==> config.mk <==
export PLATFORM = sky130hd
export DESIGN_NAME = ddr_axi_traffic_master
export DESIGN_NICKNAME = d
export VERILOG_FILES = /design/src/rtl/ddr_axi_traffic_master.sv
export SDC_FILE = /design/constraint.sdc
export NUM_CORES = 1
export LEC_CHECK = 0
export CORE_AREA = 2 2 284 286
export DETAILED_ROUTE_END_ITERATION = 16
export DIE_AREA = 0 0 286 288
export GPL_TIMING_DRIVEN = 0
export PLACE_DENSITY_LB_ADDON = 0.12
export SETUP_SLACK_MARGIN = 0.15
export SYNTH_ARGS = -nofsm -noshare
export SYNTH_HDL_FRONTEND = slang
export SYNTH_SLANG_ARGS = --single-unit
export TNS_END_PERCENT = 5
==> constraint.sdc <==
create_clock -name core_clk -period 12.6 [get_ports core_clk]
set_input_delay 2.52 -clock core_clk [delete_from_list [all_inputs] [get_ports core_clk]]
set_output_delay 2.52 -clock core_clk [all_outputs]
set_load 0.1 [all_outputs]
==> src/rtl/ddr_axi_traffic_master.sv <==
// Per-port AXI traffic initiator: issues single AW/AR bursts, generates write pattern, checks read pattern.
// Optional read-data compare is built only when DDR_TM_RDCHECK_EN is defined.
module ddr_axi_traffic_master #(
  parameter int         CTRL_ADDR_WIDTH = 28,
  parameter int         MEM_DQ_WIDTH    = 32,
  parameter logic [3:0] AXI_ID          = 4'd0
) (
  input  logic                         core_clk,
  input  logic                         resetn,
  input  logic                         ddr_init_done,
  input  logic                         cmd_valid,
  output logic                         cmd_ready,
  input  logic                         cmd_write,
  input  logic [CTRL_ADDR_WIDTH-1:0]   cmd_addr,
  input  logic [3:0]                   cmd_len,
  input  logic                         cmd_ap,
  input  logic [31:0]                  cmd_seed,
  output logic [CTRL_ADDR_WIDTH-1:0]   axi_awaddr,
  output logic [3:0]                   axi_awlen,
  output logic [3:0]                   axi_awuser_id,
  output logic                         axi_awuser_ap,
  output logic                         axi_awvalid,
  input  logic                         axi_awready,
  output logic [MEM_DQ_WIDTH*8-1:0]    axi_wdata,
  output logic [MEM_DQ_WIDTH-1:0]      axi_wstrb,
  input  logic                         axi_wready,
  input  logic [3:0]                   axi_wusero_id,
  input  logic                         axi_wusero_last,
  output logic [CTRL_ADDR_WIDTH-1:0]   axi_araddr,
  output logic [3:0]                   axi_arlen,
  output logic [3:0]                   axi_aruser_id,
  output logic                         axi_aruser_ap,
  output logic                         axi_arvalid,
  input  logic                         axi_arready,
  input  logic [MEM_DQ_WIDTH*8-1:0]    axi_rdata,
  input  logic [3:0]                   axi_rid,
  input  logic                         axi_rlast,
  input  logic                         axi_rvalid,
  output logic                         busy,
  output logic                         done,
  output logic [15:0]                  err_cnt,
  output logic                         err_flag,
  output logic                         proto_err
);
  // state   | meaning
  // S_IDLE  | waiting for a command (ready once DDR init is done)
  // S_AW    | write address presented, waiting for awready
  // S_WDATA | streaming write beats on wready
  // S_AR    | read address presented, waiting for arready
  // S_RDATA | collecting read beats on rvalid
  localparam int LANES = MEM_DQ_WIDTH / 4;
  localparam int DW    = MEM_DQ_WIDTH * 8;

  typedef enum logic [2:0] {S_IDLE, S_AW, S_WDATA, S_AR, S_RDATA} state_t;

  state_t                       state, state_nxt;
  logic [CTRL_ADDR_WIDTH-1:0]   addr_q;
  logic [3:0]                   len_q;
  logic                         ap_q;
  logic [31:0]                  seed_q;
  logic [3:0]                   beat_q;
  logic                         done_q;
  logic                         proto_q;
  logic                         cmd_accept;
  logic                         w_beat;
  logic                         r_beat;
  logic                         last_beat;
  logic                         proto_hit;
  logic [DW-1:0]                beat_pattern;

  function automatic logic [DW-1:0] pattern(input logic [31:0] seed, input logic [3:0] beat);
    logic [DW-1:0] p;
    p = '0;
    for (int k = 0; k < LANES; k++)
      p[k*32 +: 32] = seed + 32'(beat) * 32'(LANES) + 32'(k);
    return p;
  endfunction

  assign cmd_ready    = (state == S_IDLE) & ddr_init_done;
  assign cmd_accept   = cmd_valid & cmd_ready;
  assign w_beat       = (state == S_WDATA) & axi_wready;
  assign r_beat       = (state == S_RDATA) & axi_rvalid;
  assign last_beat    = (beat_q == len_q);
  assign beat_pattern = pattern(seed_q, beat_q);

  always_comb begin
    state_nxt   = state;
    axi_awvalid = 1'b0;
    axi_arvalid = 1'b0;
    case (state)
      S_IDLE:  if (cmd_accept) state_nxt = cmd_write ? S_AW : S_AR;
      S_AW: begin
        axi_awvalid = 1'b1;
        if (axi_awready) state_nxt = S_WDATA;
      end
      S_WDATA: if (w_beat && last_beat) state_nxt = S_IDLE;
      S_AR: begin
        axi_arvalid = 1'b1;
        if (axi_arready) state_nxt = S_RDATA;
      end
      S_RDATA: if (r_beat && last_beat) state_nxt = S_IDLE;
      default: state_nxt = S_IDLE;
    endcase
  end

  // Protocol checks only flag; burst length is governed by the local beat count.
  assign proto_hit = (axi_wready & (state != S_WDATA))
                   | (axi_rvalid & (state != S_RDATA))
                   | (w_beat & ((axi_wusero_last != last_beat) | (axi_wusero_id != AXI_ID)))
                   | (axi_rvalid & ((axi_rid != AXI_ID) | (r_beat & (axi_rlast != last_beat))));

  always_ff @(posedge core_clk or negedge resetn) begin
    if (!resetn) begin
      state   <= S_IDLE;
      addr_q  <= '0;
      len_q   <= '0;
      ap_q    <= 1'b0;
      seed_q  <= '0;
      beat_q  <= '0;
      done_q  <= 1'b0;
      proto_q <= 1'b0;
    end else begin
      state  <= state_nxt;
      done_q <= (w_beat | r_beat) & last_beat;
      if (proto_hit) proto_q <= 1'b1;
      if (cmd_accept) begin
        addr_q <= cmd_addr;
        len_q  <= cmd_len;
        ap_q   <= cmd_ap;
        seed_q <= cmd_seed;
        beat_q <= '0;
      end else if (w_beat | r_beat) begin
        beat_q <= beat_q + 4'd1;
      end
    end
  end

  assign axi_awaddr    = addr_q;
  assign axi_awlen     = len_q;
  assign axi_awuser_id = AXI_ID;
  assign axi_awuser_ap = ap_q;
  assign axi_araddr    = addr_q;
  assign axi_arlen     = len_q;
  assign axi_aruser_id = AXI_ID;
  assign axi_aruser_ap = ap_q;
  assign axi_wstrb     = '1;
  assign axi_wdata     = (state == S_WDATA) ? beat_pattern : '0;
  assign busy          = (state != S_IDLE);
  assign done          = done_q;
  assign proto_err     = proto_q;

`ifdef DDR_TM_RDCHECK_EN
  logic [15:0] err_cnt_q;
  logic        err_flag_q;

  always_ff @(posedge core_clk or negedge resetn) begin
    if (!resetn) begin
      err_cnt_q  <= '0;
      err_flag_q <= 1'b0;
    end else if (cmd_accept && !cmd_write) begin
      err_cnt_q <= '0;
    end else if (r_beat && (axi_rdata != beat_pattern)) begin
      err_flag_q <= 1'b1;
      if (err_cnt_q != 16'hFFFF) err_cnt_q <= err_cnt_q + 16'd1;
    end
  end

  assign err_cnt  = err_cnt_q;
  assign err_flag = err_flag_q;
`else
  logic rdata_unused;
  assign rdata_unused = ^axi_rdata;
  assign err_cnt      = '0;
  assign err_flag     = 1'b0;
`endif

endmodule

==> metrics.md, run 1 <==
| Metric | Value |
|---|---|
| Outcome | `complete, no violations` |
| Number of fillers in the final layout | `9,137` |
| Max Slew Vio Count | `0` |
| Pre-CTS worst setup slack | `4.314 ns` |
| Worst r2r dst | `seed_q[30]` |
| Clock latency on the worst-skew pair | `0.38 ns` |
| Synth-to-layout area growth | `61.62%` |
| Top FF cell, synth | `dfrtp_1` |
| Number of synthesis warnings | `0` |
| NumNets Final | `2,244` |
| DRC errors left | `0` |
| Setup tns final | `0 ns` |
| Final worst setup slack | `3.982 ns` |
| Vias in the first global route | `11.56k` |
| Die Width | `286 um` |
| Initial cell density of the core | `12.19%` |
| Seq cells post-synth | `74` |
| Post-cts resize count | `0` |
| Syn Area/Cell | `6.881 sq um` |
| Detailed Route WL | `66,280 um` |
| Vias | `11.78k` |
| Hold Path Stages | `2` |
| Core area | `0.07964 sq mm` |
| Worst r2r src | `state[1]` |
| Iter 0 DRT Violations | `932` |
| Worst Setup Start Kind | `flop` |
| Fmax achieved | `116.0 MHz` |
| Floorplan die height | `288 um` |
| HP Class | `reg -> reg` |
| Worst EP required | `10.08 ns` |
| Hold_buf cts | `0` |
| Drt pass-1 iters | `5` |
| Mapped Area | `0.009709 sq mm` |
| Syn Inst Count | `1,411` |
| Clk_skew | `0.01893 ns` |
| DP Wirelength | `56,430 um` |
| Clock sinks | `74` |
| Maxcap violations | `0` |
| H-tree depth | `3` |
| Cell taking the most area after synthesis | `dfrtp_1` |
| Synth top area cells | `dfrtp_1 (19%), nand2_1 (10%), xnor2_1 (8.7%)` |
| Worst relative slew slack | `5.223%` |
| Setup bufs post-CTS | `0` |
| DIE AREA | `0.08237 sq mm` |
| Crit Path Class | `reg -> out` |
| Ports | `725` |
| Share of the synthesized area in the top cell type | `19.07%` |
| Worst R2R Path Depth | `6` |
| Slew @ Worst Pin | `1.417 ns` |
| Global-route wire length before repair | `91,980 um` |
| Routed vias/inst | `3.984` |
| CTS Buffer Depth | `2` |
| CTS tree | `done` |
| Largest net degree at the start of global routing | `42` |
| Commonest cells after routing, fill and taps aside | `clkdlybuf4s50_1 (410), nand2_1 (263), nor2_1 (167), buf_4 (102), xnor2_1 (96)` |
| Hold Fails Final Rpt | `0` |
| Clock Tree Root | `clkbuf_16` |
| Period minus WS final | `8.618 ns` |
| Port bufs | `411` |
| Worst Hold Launch | `seed_q[6]` |
| R2r setup slk | `9.72 ns` |
| Initial antenna violation count | `17` |
| Unrepaired setup endpoints after global routing | `false` |
| Share of layout cells above drive strength 1 | `9.720%` |
| Period utilization | `68.40%` |
| Overflow left after global routing | `0` |
| Synth cell types | `69` |
| Number of synthesized flops with an enable pin | `0` |
| Commonest non-fill, non-tap cell in the layout | `clkdlybuf4s50_1` |
| Clock transition at the registers of the reported paths | `0.08 ns` |
| Post-detailed-route wirelength per cell | `22.42 um` |
| GRT Util Overall | `15.61%` |
| Row cnt | `104` |
| Async S/R FF share, synth | `100.0%` |
| Critical Path AT | `6.10 ns` |
| Crit. End Element | `output port` |
| Final setup vio count | `0` |
| Sequential element share of the synthesized area | `19.07%` |
| GPL Wtd Cong | `0.8679` |
| Hold endpoint | `seed_q[6]` |
| Total CTS buffers | `9` |
| Final ANT Viol Nets | `0` |
| Worst-path maximum fanout | `10` |
## metal layers
metal | vias up | global-route usage (%) | wire length (um)
met2 | 520 | 25.28 | 29950
met5 | - | 0 | 154
li1 | 5648 | - | -
met1 | 5520 | 20.53 | 30110
met4 | 28 | 2.539 | 728
met3 | 62 | 4.897 | 5333
## kinds of logic (layout without fill, tap and decap cells)
| logic type | after synthesis | after routing | share of synthesized area (%) |
|---|---|---|---|
| muxes | 53 | 53 | 5.477 |
| adders and majority gates | 15 | 15 | 2.010 |
| DFF | 74 | 74 | 19.07 |
| buffers and inverters | 232 | 659 | 13.36 |
| xor gates and xnor gates | 130 | 130 | 11.80 |
| and+or+nand+nor | 756 | 756 | 37.80 |
| other | 2 | 60 | 0.07735 |
| AOI/OAI and AO/OA | 149 | 149 | 10.40 |
## how the worst max path moves through the flow
stage | startpoint | endpoint | cells past startpoint | slack (ns)
finish | beat_q[0] | axi_wdata[85] | 12 | 3.98
global placement | beat_q[0] | axi_wdata[85] | 12 | 4.24
CTS | beat_q[0] | axi_wdata[85] | 10 | 3.84
floorplan | beat_q[0] | axi_wdata[219] | 12 | 4.95
global route | beat_q[0] | axi_wdata[85] | 10 | 3.71
detailed placement | beat_q[0] | axi_wdata[85] | 10 | 4.31
## Yosys cell counts (14+ instances only)
cell type / number
a21oi_1: 38
dfrtp_1: 74
or3_1: 17
xor2_1: 33
clkbuf_1: 74
nand4_1: 39
inv_1: 22
mux2i_1: 52
nand2_1: 263
and3_1: 18
o21ai_0: 31
nor2_1: 167
buf_2: 26
buf_4: 101
nor3_1: 87
xnor2_1: 96
ha_1: 14
nand3_1: 49
o21a_1: 15
nor4_1: 36
## critical path: stages (launching register included)
cell	delay (ns)
dfrtp_1	0.48
ha_1	0.28
fa_1	0.53
a211o_1	0.39
a31oi_1	0.39
or2_2	0.18
buf_2	0.23
nand4_1	0.18
clkbuf_1	0.29
nor4_1	0.91
a21oi_1	0.16
nor3_1	0.47
clkdlybuf4s50_1	1.24
## state kept, by name (all words and copies together) (netlist names)
| name | flops |
|---|---|
| axi_araddr | 28 |
| axi_arlen | 4 |
| axi_aruser_ap | 1 |
| beat_q | 4 |
| done | 1 |
| proto_err | 1 |
| seed_q | 32 |
| state | 3 |
## layout make-up
class / instances / area [sq um] / share of cell area [%]
flip-flops and latches: 74 / 1852 / 11.80
plain buffers: 210 / 1215 / 7.742
multi-input cells: 1160 / 6766 / 43.12
clock buffers: 11 / 252.7 / 1.611
well taps: 1060 / 1326 / 8.452
repair buffers: 412 / 4139 / 26.38
diodes: 3 / 7.507 / 0.04784
clock inverters: 4 / 51.30 / 0.3269
inverters: 22 / 82.58 / 0.5262
## per-stage QoR
stage                     util [%]  area [sq um]  hold WS (ns)  std cells
after floorplan                  -          9916        0.4523       1466
after global placement       19.28         15360        0.4743       2937
after detailed placement     19.31         15380        0.4728       2938
after CTS                    19.70         15690        0.4935       2953
after global routing         19.70         15690        0.5266       2953
final                        19.71         15690        0.4848       2956
Power of run 1 is not shown: default switching activity piles up to over one toggle a cycle in this logic, so the estimate is an artifact.
==> run 2, diff against run 1 <==
- CORE_AREA: 2 2 284 286 -> 2 2 283 285
- DIE_AREA: 0 0 286 288 -> 0 0 285 287
- clock period: 12.6 -> 7.6 ns (I/O delays scaled with it)
==> run 2 against run 1 <==
Net effect:
- sequential share of layout area is 0.16 points lower
- critical endpoint is now axi_wdata[245]
- critical path depth stayed put
- utilization up 0.54 points
- global-route usage shrank 0.19 points
- hold slack about the same
- highest routed layer unchanged
- sequential cell count is the same
- die area down 0.70%
- register-to-register slack worse by 5.0 ns
==> metrics.md, run 2 (same netlist as run 1, synthesis figures left out) <==
| Metric | Value |
|---|---|
| Row cnt | `103 (-0.96%)` |
| Global-route wire length before repair | `90,870 um (-1.2%)` |
| Worst EP required | `6.08 ns (-4.00 ns)` |
| Clock transition at the registers of the reported paths | `0.07 ns (about the same)` |
| Drt pass-1 iters | `5 (unchanged)` |
| DRC errors left | `0 (unchanged)` |
| Ports | `725 (unchanged)` |
| Iter 0 DRT Violations | `752 (-19%)` |
| Final worst setup slack | `0.2144 ns (-3.767 ns)` |
| Clock sinks | `74 (unchanged)` |
| GRT Util Overall | `15.42% (-0.19 points)` |
| Routed vias/inst | `3.998 (+0.35%)` |
| Non-Filler Instances | `2,948 (-0.27%)` |
| Critical Path AT | `5.87 ns (-0.23 ns)` |
| Final ANT Viol Nets | `0 (unchanged)` |
| Initial cell density of the core | `12.35% (+0.16 points)` |
| Hold Path Stages | `1 (-1)` |
| Worst relative slew slack | `8.250% (+3.0 points)` |
| Worst R2R Path Depth | `6 (unchanged)` |
| Clock Tree Root | `clkbuf_16` |
| Outcome | `complete, no violations` |
| Slowest-stage cell, CP | `clkdlybuf4s50_1` |
| Pre-CTS worst setup slack | `0.1414 ns (-4.172 ns)` |
| Largest stage delay, worst path | `1.22 ns (-0.02 ns)` |
| Worst Setup Start Kind | `flop` |
| Worst-path maximum fanout | `10 (unchanged)` |
| Overflow left after global routing | `0 (unchanged)` |
| HP Class | `reg -> reg` |
| CTS tree | `done` |
| Hold_buf cts | `0 (unchanged)` |
| Crit. End Element | `output port` |
| Core area | `0.07861 sq mm (-1.3%)` |
| Maxcap violations | `0 (unchanged)` |
| Floorplan die height | `287 um (-0.35%)` |
| H-tree depth | `3 (unchanged)` |
| Port bufs | `411 (unchanged)` |
| Post-detailed-route wirelength per cell | `22.37 um (-0.22%)` |
| Fmax achieved | `135.4 MHz` |
| Hold Fails Final Rpt | `0 (unchanged)` |
| Max Slew Vio Count | `0 (unchanged)` |
| Unrepaired setup endpoints after global routing | `true` |
| Number of fillers in the final layout | `8,956 (-2.0%)` |
| Max FFs per register | `32 (unchanged)` |
| Setup tns final | `0 ns (unchanged)` |
| Synth-to-layout area growth | `63.89%` |
| Total CTS buffers | `9 (unchanged)` |
| DP Wirelength | `56,060 um (-0.65%)` |
| Reg with most FFs | `seed_q` |
| Post-Place Cells | `2,928 (-0.34%)` |
| NumNets Final | `2,244 (unchanged)` |
| GPL Wtd Cong | `0.8555 (-1.4%)` |
| Clock latency on the worst-skew pair | `0.36 ns (-0.02 ns)` |
| Vias in the first global route | `11.61k (+0.44%)` |
| CTS Buffer Depth | `2 (unchanged)` |
| Slew @ Worst Pin | `1.372 ns (-0.04526 ns)` |
| Share of layout cells above drive strength 1 | `10.51% (+0.79 points)` |
| DIE AREA | `0.08180 sq mm (-0.70%)` |
| Clk_skew | `0.01600 ns (-0.002934 ns)` |
| Vias | `11.79k (+0.076%)` |
| Setup bufs post-CTS | `0 (unchanged)` |
| Crit Path Class | `reg -> out` |
| Detailed Route WL | `65,950 um (-0.49%)` |
| Period utilization | `97.18%` |
| Period minus WS final | `7.386 ns` |
| Die Width | `285 um (-0.35%)` |
| Largest net degree at the start of global routing | `49 (+17%)` |
| Initial antenna violation count | `12 (-5)` |
| Final setup vio count | `0 (unchanged)` |
| Sequence of cells on the critical path | `ha_1 -> fa_1 -> a211o_1 -> nand2_1 -> buf_2 -> o211a_1 -> nand4_1 -> or4_1 -> clkbuf_1 -> or3_1 -> a21oi_1 -> clkdlybuf4s50_1` |
| Commonest cells after routing, fill and taps aside | `clkdlybuf4s50_1 (316), nand2_1 (263), nor2_1 (167), buf_4 (102), xnor2_1 (95)` |
| Commonest non-fill, non-tap cell in the layout | `clkdlybuf4s50_1` |
-- run 2: cell count changes in the layout (fill, tap and decap cells not counted), sizes merged --
| cell | before | now |
|---|---|---|
| clkinv | 2 | 3 |
| clkinvlp | 1 | 0 |
| bufinv | 1 | 2 |
| clkbuf | 85 | 90 |
| inv | 22 | 23 |
| diode | 3 | 4 |
| clkdlybuf4s50 | 410 | 316 |
| dlygate4sd2 | 0 | 8 |
| clkdlybuf4s15 | 0 | 1 |
| dlymetal6s2s | 0 | 79 |
-- run 2: metal layers --
metal / track usage (%) / part of all wire (%) / up-vias / wire length, um
met5: 0 / 0.17 / - / 111
met3: 4.786 / 8.3 / 82 / 5470
met2: 24.50 / 44 / 547 / 29030
li1: - / - / 5648 / -
met1: 19.98 / 45 / 5492 / 29590
met4: 4.568 / 2.7 / 18 / 1749
-- run 2: stage by stage --
stage               hold WS [ns]  area, sq um  utilization [%]
floorplan                 0.4523         9916                -
global placement          0.4666        15340            19.52
detailed placement        0.4747        15370            19.56
CTS                       0.4916        15700            19.97
global route              0.5342        15900            20.23
finish                    0.4852        15910            20.24
-- run 2: timing repair --
action                                  in CTS  in global routing
endpoints found under the setup margin      25                 88
hold endpoints to repair                     0                  0
resized for setup                           18                 96
-- run 2: final timing paths --
| kind | startpoint | end | slack (ns) |
|---|---|---|---|
| setup / recovery | beat_q[0] | axi_wdata[245] | 0.21 |
| hold / removal | proto_err | proto_err | 0.49 |
| setup reg to reg | state[0] | beat_q[3] | 4.73 |
| hold reg to reg | proto_err | proto_err | 0.49 |
| max in group asynchronous | resetn | seed_q[4] | 5.89 |
| min in group asynchronous | resetn | axi_araddr[1] | 1.09 |
-- run 2: layout make-up --
class / instances / area [sq um] / share of cell area (%)
antenna: 4 / 10.01 / 0.06290
buffer: 210 / 1215 / 7.635
clock buffer: 10 / 239.0 / 1.502
clock inverter: 6 / 87.58 / 0.5504
inverter: 22 / 82.58 / 0.5189
multi-input combinational: 1160 / 6817 / 42.84
sequential: 74 / 1852 / 11.64
tap: 1050 / 1314 / 8.256
timing repair buffer: 412 / 4297 / 27.00
-- run 2: critical path, delay by kind of cell (launching register included) --
kind / cells / cell delay, ns
adders and majority gates: 2 / 0.81
and+or+nand+nor: 4 / 1.33
DFF: 1 / 0.47
buffers and inverters: 3 / 1.80
AOI/OAI and AO/OA: 3 / 1.07
Power of run 2 is left out for the same reason.
